<file path="src/rtl/python_timing_encoder.sv">
// Python-style sync-channel timing encoder: frames of LINE/BLANK words framed by FS/LS/LE/FE codes.
// Optional build macro PYTHON_ENC_TESTPAT_EN replaces pixel input with an internal ramp pattern.
module python_timing_encoder #(
    parameter int                          CHANNEL_NUM      = 4,
    parameter int                          SENSOR_DAT_WIDTH = 10,
    parameter logic [SENSOR_DAT_WIDTH-1:0] TR_CODE          = 10'h3A6,
    parameter logic [SENSOR_DAT_WIDTH-1:0] FS_CODE          = 10'h2AA,
    parameter logic [SENSOR_DAT_WIDTH-1:0] FE_CODE          = 10'h3AA,
    parameter logic [SENSOR_DAT_WIDTH-1:0] LS_CODE          = 10'h0AA,
    parameter logic [SENSOR_DAT_WIDTH-1:0] LE_CODE          = 10'h12A,
    parameter logic [SENSOR_DAT_WIDTH-1:0] BL_CODE          = 10'h015,
    parameter logic [SENSOR_DAT_WIDTH-1:0] IMG_CODE         = 10'h035
) (
    input  logic                                    clk,
    input  logic                                    reset,
    input  logic                                    i_start,
    input  logic [15:0]                             iv_line_num,
    input  logic [15:0]                             iv_line_words,
    input  logic [15:0]                             iv_blank_words,
    input  logic [CHANNEL_NUM*SENSOR_DAT_WIDTH-1:0] iv_pix_data,
    output logic                                    o_pix_rd,
    output logic [CHANNEL_NUM*SENSOR_DAT_WIDTH-1:0] ov_data,
    output logic [SENSOR_DAT_WIDTH-1:0]             ov_ctrl,
    output logic                                    o_busy,
    output logic                                    o_frame_done
);

    localparam int DW = CHANNEL_NUM * SENSOR_DAT_WIDTH;

    typedef enum logic [1:0] {
        ST_IDLE  = 2'd0,
        ST_LINE  = 2'd1,
        ST_BLANK = 2'd2
    } state_t;

    // state_q and the counters describe the word currently on the outputs
    state_t                      state_q, state_d;
    logic [15:0]                 line_cnt_q, line_cnt_d;
    logic [15:0]                 word_cnt_q, word_cnt_d;
    logic [15:0]                 line_num_q, line_num_d;
    logic [15:0]                 line_words_q, line_words_d;
    logic [15:0]                 blank_words_q, blank_words_d;
    logic [SENSOR_DAT_WIDTH-1:0] ctrl_q, ctrl_d;
    logic [DW-1:0]               data_q, data_d;
    logic                        busy_q, busy_d;
    logic                        done_q, done_d;
    logic                        pix_rd;
    logic                        last_line_q;
    logic                        last_line_d;

    assign last_line_q = (line_cnt_q == line_num_q - 16'd1);

    always_comb begin
        state_d       = state_q;
        line_cnt_d    = line_cnt_q;
        word_cnt_d    = word_cnt_q;
        line_num_d    = line_num_q;
        line_words_d  = line_words_q;
        blank_words_d = blank_words_q;

        case (state_q)
            ST_IDLE: begin
                if (i_start) begin
                    line_num_d    = (iv_line_num == 16'd0) ? 16'd1 : iv_line_num;
                    line_words_d  = (iv_line_words < 16'd2) ? 16'd2 : iv_line_words;
                    blank_words_d = iv_blank_words;
                    line_cnt_d    = '0;
                    word_cnt_d    = '0;
                    state_d       = ST_LINE;
                end
            end
            ST_LINE: begin
                if (word_cnt_q == line_words_q - 16'd1) begin
                    word_cnt_d = '0;
                    if (blank_words_q != 16'd0) begin
                        state_d = ST_BLANK;
                    end else if (last_line_q) begin
                        state_d    = ST_IDLE;
                        line_cnt_d = '0;
                    end else begin
                        line_cnt_d = line_cnt_q + 16'd1;
                    end
                end else begin
                    word_cnt_d = word_cnt_q + 16'd1;
                end
            end
            ST_BLANK: begin
                if (word_cnt_q == blank_words_q - 16'd1) begin
                    word_cnt_d = '0;
                    if (last_line_q) begin
                        state_d    = ST_IDLE;
                        line_cnt_d = '0;
                    end else begin
                        state_d    = ST_LINE;
                        line_cnt_d = line_cnt_q + 16'd1;
                    end
                end else begin
                    word_cnt_d = word_cnt_q + 16'd1;
                end
            end
            default: begin
                state_d    = ST_IDLE;
                line_cnt_d = '0;
                word_cnt_d = '0;
            end
        endcase
    end

    // Outputs are registered, so they are decoded from the next-state view of the frame
    assign last_line_d = (line_cnt_d == line_num_d - 16'd1);

    always_comb begin
        ctrl_d = TR_CODE;
        data_d = {CHANNEL_NUM{TR_CODE}};
        busy_d = (state_d != ST_IDLE);
        done_d = 1'b0;
        pix_rd = 1'b0;

        case (state_d)
            ST_LINE: begin
                if (word_cnt_d == 16'd0) begin
                    ctrl_d = (line_cnt_d == 16'd0) ? FS_CODE : LS_CODE;
                end else if (word_cnt_d == line_words_d - 16'd1) begin
                    ctrl_d = last_line_d ? FE_CODE : LE_CODE;
                end else begin
                    ctrl_d = IMG_CODE;
                end
`ifdef PYTHON_ENC_TESTPAT_EN
                for (int unsigned c = 0; c < CHANNEL_NUM; c++) begin
                    data_d[c*SENSOR_DAT_WIDTH +: SENSOR_DAT_WIDTH] =
                        SENSOR_DAT_WIDTH'(32'(word_cnt_d) * 32'(CHANNEL_NUM) + 32'(c));
                end
`else
                pix_rd = 1'b1;
                data_d = iv_pix_data;
`endif
                done_d = (word_cnt_d == line_words_d - 16'd1) && last_line_d &&
                         (blank_words_d == 16'd0);
            end
            ST_BLANK: begin
                ctrl_d = BL_CODE;
                done_d = (word_cnt_d == blank_words_d - 16'd1) && last_line_d;
            end
            default: ;
        endcase
    end

    always_ff @(posedge clk) begin
        if (reset) begin
            state_q       <= ST_IDLE;
            line_cnt_q    <= '0;
            word_cnt_q    <= '0;
            line_num_q    <= '0;
            line_words_q  <= '0;
            blank_words_q <= '0;
            ctrl_q        <= TR_CODE;
            data_q        <= {CHANNEL_NUM{TR_CODE}};
            busy_q        <= 1'b0;
            done_q        <= 1'b0;
        end else begin
            state_q       <= state_d;
            line_cnt_q    <= line_cnt_d;
            word_cnt_q    <= word_cnt_d;
            line_num_q    <= line_num_d;
            line_words_q  <= line_words_d;
            blank_words_q <= blank_words_d;
            ctrl_q        <= ctrl_d;
            data_q        <= data_d;
            busy_q        <= busy_d;
            done_q        <= done_d;
        end
    end

    assign o_pix_rd     = pix_rd & ~reset;
    assign ov_ctrl      = ctrl_q;
    assign ov_data      = data_q;
    assign o_busy       = busy_q;
    assign o_frame_done = done_q;

endmodule

</file>
<file path="config.mk">
export PLATFORM = sky130hd
export DESIGN_NAME = python_timing_encoder
export DESIGN_NICKNAME = d
export VERILOG_FILES = /design/src/rtl/python_timing_encoder.sv
export SDC_FILE = /design/constraint.sdc
export NUM_CORES = 1
export LEC_CHECK = 0
export BUFFER_PORTS_ARGS = -buffer_cell sky130_fd_sc_hd__buf_2
export CAP_MARGIN = 10
export CORE_MARGIN = 2
export CORE_UTILIZATION = 53
export DETAILED_ROUTE_END_ITERATION = 6
export GPL_TIMING_DRIVEN = 1
export PLACE_DENSITY = 0.78
export RECOVER_POWER = 50
export SLEW_MARGIN = 10
export SYNTH_ARGS = -nofsm -noshare
export SYNTH_HDL_FRONTEND = slang
export SYNTH_SLANG_ARGS = --single-unit
</file>
<file path="constraint.sdc">
create_clock -name clk -period 5.4 [get_ports clk]
set_input_delay 0.54 -clock clk [delete_from_list [all_inputs] [get_ports clk]]
set_output_delay 0.54 -clock clk [all_outputs]
set_load 0.01 [all_outputs]
</file>
==> flow_metrics.py <==
metrics = {
    "floorplanning": {
        "boundaryPins": 144,
        "die_area_mm2": 0.0200,
        "die_height_um": 141,
        "fp.coreArea_mm2": 0.0186,
        "initial_utilization_pct": 53.7,
        "floorplan.die.width_um": 141,
        "row_count": 50,
    },
    "clock_network": {
        "clk_latency_ps": 440,
        "clk_pin_slew_ps": 70,
        "clock_tree.htree_level_count": 4,
        "cts_sinks": 132,
        "cts_tree": "yes",
        "hold_buffers": 0,
        "cts-buffers-inserted": 17,
        "clock_tree.buffer_depth": 2,
        "clock_tree.root_cell": "clkbuf_16",
    },
    "worst_hold_path": {
        "worst_hold_path.num_cells": 2,
        "hold_class": "input port to register",
        "min_delay_worst_endpoint": "ov_data[37]",
        "hold_start": "iv_pix_data[37]",
    },
    "timing": {
        "max-slew-margin-rel_pct": -88.1,
        "finalWorstPathRequiredPeriod_ps": 5150,
        "setup_total_negative_slack_ps": 0,
        "number_of_hold_violations_in_the_final_report": 0,
        "finalHoldWorstSlack_ps": 271,
        "worst_slew_pin_tran_ps": 2820,
        "finalSetupViolations": 0,
        "setup_repair_after_global_routing_missed_its_margin": "false",
        "slew_viol_final": 61,
        "maxClockFrequency_mhz": 194,
        "final_min_period_over_clock_period_pct": 95.3,
        "worst_clock_skew_ps": 16.6,
    },
    "pwr": {
        "power.net_switching_uw": 1120,
        "power.combinational.fraction_pct": 28.2,
        "leakage_uw": 0.00439,
        "pwr-share-seq_pct": 34.7,
        "p_total_uw": 3120,
        "ir_worst_vdd_mv": 0.235,
        "fraction_of_power_spent_switching_nets_pct": 36.1,
        "internal_power_uw": 1990,
        "power_density_mw_per_mm2": 275,
        "p_clk_share_pct": 37.1,
    },
    "global_route": {
        "met2_usage_pct": 50.1,
        "antenna_found_initial": 0,
        "grt_util_all_layers_pct": 32.3,
        "grt_start_max_net_pins": 61,
        "first_pass_grt_wire_length_um": 51500,
        "gr-usage-met3_pct": 6.07,
        "grt_remaining_overflow": 0,
        "global_route.peak_usage_layer": "met2",
        "grt.met1_usage_pct": 45.3,
        "grt_pass1_vias": 9618,
    },
    "logic_synthesis": {
        "syn-instance-count": 1324,
        "post_synth_num_cell_types": 93,
        "syn_nets": 1427,
        "synth_ff_type": "dfxtp_1",
        "synth_edf_count": 0,
        "netlist_area_mm2": 0.0100,
        "async_reset_ff_share_pct": 0,
        "synth-warning-count": 0,
        "postSynthRegisterBits": 132,
        "postSynthAreaPerCell_um2": 7.56,
        "synth-seq-area-share_pct": 26.4,
    },
    "worst_setup_path": {
        "cell_by_cell_trace_of_the_critical_path": "inv_1, ha_1, or4b_4, or4_4, a31oi_4, o211ai_1, or4_1, o21a_4, or2_0, a221oi_2, xor2_1, mux2i_1, mux2i_1, nor4bb_2, o211a_1",
        "timing.reg2reg.worst_path_depth": 15,
        "crit_type": "register to register",
        "worst_ep_required_time_ps": 5780,
        "slowest_stage": "or4_1",
        "timing.critical_path.arrival_ps": 5530,
        "crit-reg2reg-capture": "o_frame_done",
        "critical_path.max_fanout": 11,
        "setup.reg_to_reg.worst_slack_ps": 250,
        "cp-start-kind": "register",
        "path_delay_family": "simple AND/OR/NAND/NOR gates",
        "cp.buffers_inverters": 1,
        "crit_path_frequent_cell": "mux2i_1",
        "cpPeakStageDelay_ps": 600,
        "setup.worst_path.end_class": "register",
        "rr_startpoint": "line_words_q[0]",
    },
    "drt": {
        "viasPerCell": 6.31,
        "remaining_drc_errors": 0,
        "totalWireLength_um": 32300,
        "vias": 10511,
        "final_antenna_net_count": 0,
        "drt_first_pass_iters": 7,
        "initialDrtViolationCount": 1084,
        "wl_per_cell_um": 19.4,
    },
    "placed_design": {
        "io_buffers": 142,
        "globalplace.congestion": 1.02,
        "post-dp-hpwl_um": 24500,
    },
    "run_status": {
        "failing_checks": "max-capacitance violations, max-slew violations",
        "outcome": "finished with violations",
    },
    "cells_and_area": {
        "nFillCells": 1713,
        "final_layout_size_suffix_gt1_share_pct": 12.8,
        "syn_to_final_growth_pct": 13.3,
        "fin_util_pct": 60.8,
        "layout_commonest_cell": "nor2_1",
        "diodes": 0,
        "mostFrequentLayoutCells": "nor2_1, dfxtp_1, buf_2, xnor2_1, nand2_1",
        "design.final.nets": 1521,
    },
    "run": {
        "max-cap-violations": 2,
    },
}
what timing repair did:
action                     in CTS  in global routing
buffers inserted                0                  0
setup endpoints to repair       0                  1
resized for setup               0                  2
through the flow:
step	instance area, um^2	setup slack (ps)	instances
global placement	10800	358	1633
finish	11300	254	1665
floorplan	10000	217	1324
global route	11300	20.8	1665
CTS	11400	275	1665
detailed placement	10800	307	1633
per-layer routing:
layer,wire [um],up-vias
met2,14100,650
met3,3260,71
met4,869,0
met1,14000,4840
li1,-,4950
met5,0,-
synth_stat cells, types with 26 or more instances:
cell        n  area share, %
a21oi_1    73            3.7
nor3_1     58            2.9
o21ai_0    52            2.6
nand4_1    26            1.6
mux2i_1    48            4.8
nor2_1    160            6.0
dfxtp_1   132             26
nand3_1    36            1.8
xnor2_1    89            7.8
nand2_1    88            3.3
and2_1     28            1.8
nand2b_1   44            2.8
clkbuf_1   75            2.8
xor2_1     41            3.6
inv_1      31            1.2
nor4_1     31            1.9
and3_1     27            1.7
power by group through the flow:
stage	registers [uW]	clock network, uW	logic, uW
finish	1080	1160	880
global route	1090	1210	957
CTS	1080	1170	869
detailed placement	1100	0	864
global placement	1100	0	858
floorplan	1080	0	635
worst register-to-register path: stages (launching register included):
cell	delay, ps
dfxtp_1	360
inv_1	80
ha_1	220
or4b_4	510
or4_4	510
a31oi_4	180
o211ai_1	100
or4_1	600
o21a_4	300
or2_0	460
a221oi_2	480
xor2_1	270
mux2i_1	210
mux2i_1	120
nor4bb_2	460
o211a_1	220
logic make-up (layout without fill, tap and decap cells):
| logic type | Yosys count | after routing | share of synthesized area [%] |
|---|---|---|---|
| AND/OR/NAND/NOR | 596 | 596 | 31.6 |
| other | 1 | 1 | 0.0375 |
| multiplexers | 52 | 52 | 5.25 |
| buffers and inverters | 127 | 234 | 5.15 |
| XOR/XNOR | 131 | 131 | 11.6 |
| adder cells (fa/ha/maj) | 12 | 12 | 1.50 |
| flip-flops | 132 | 132 | 26.4 |
| AO/OA/AOI/OAI | 273 | 273 | 18.4 |
final cells by class:
class / instances / area (um^2) / share of cell area (%)
Multi-Input combinational cell: 1065 / 6860 / 60.5
Sequential cell: 132 / 2640 / 23.3
Timing Repair Buffer: 171 / 848 / 7.49
Clock buffer: 17 / 425 / 3.75
Tap cell: 234 / 293 / 2.58
Clock inverter: 15 / 150 / 1.32
Inverter: 31 / 116 / 1.03
state kept, by name (all words and copies together) (netlist names):
name,count
blank_words_q,16
ov_data,40
ov_ctrl,8
line_words_q,16
o_frame_done,1
o_busy,1
word_cnt_q,16
state_q,2
line_cnt_q,16
line_num_q,16
worst max path at each step:
stage                          startpoint            to  slack (ps)  cells after the start
after floorplan                   i_start    ov_ctrl[2]         220                     19
after global placement      line_num_q[4]  o_frame_done         360                     18
after detailed placement    line_num_q[4]  o_frame_done         310                     18
after CTS                 line_words_q[0]  o_frame_done         270                     19
after global routing      line_words_q[0]  o_frame_done          20                     15
final                     line_words_q[0]  o_frame_done         250                     15
(Power assumes the default switching activity.)
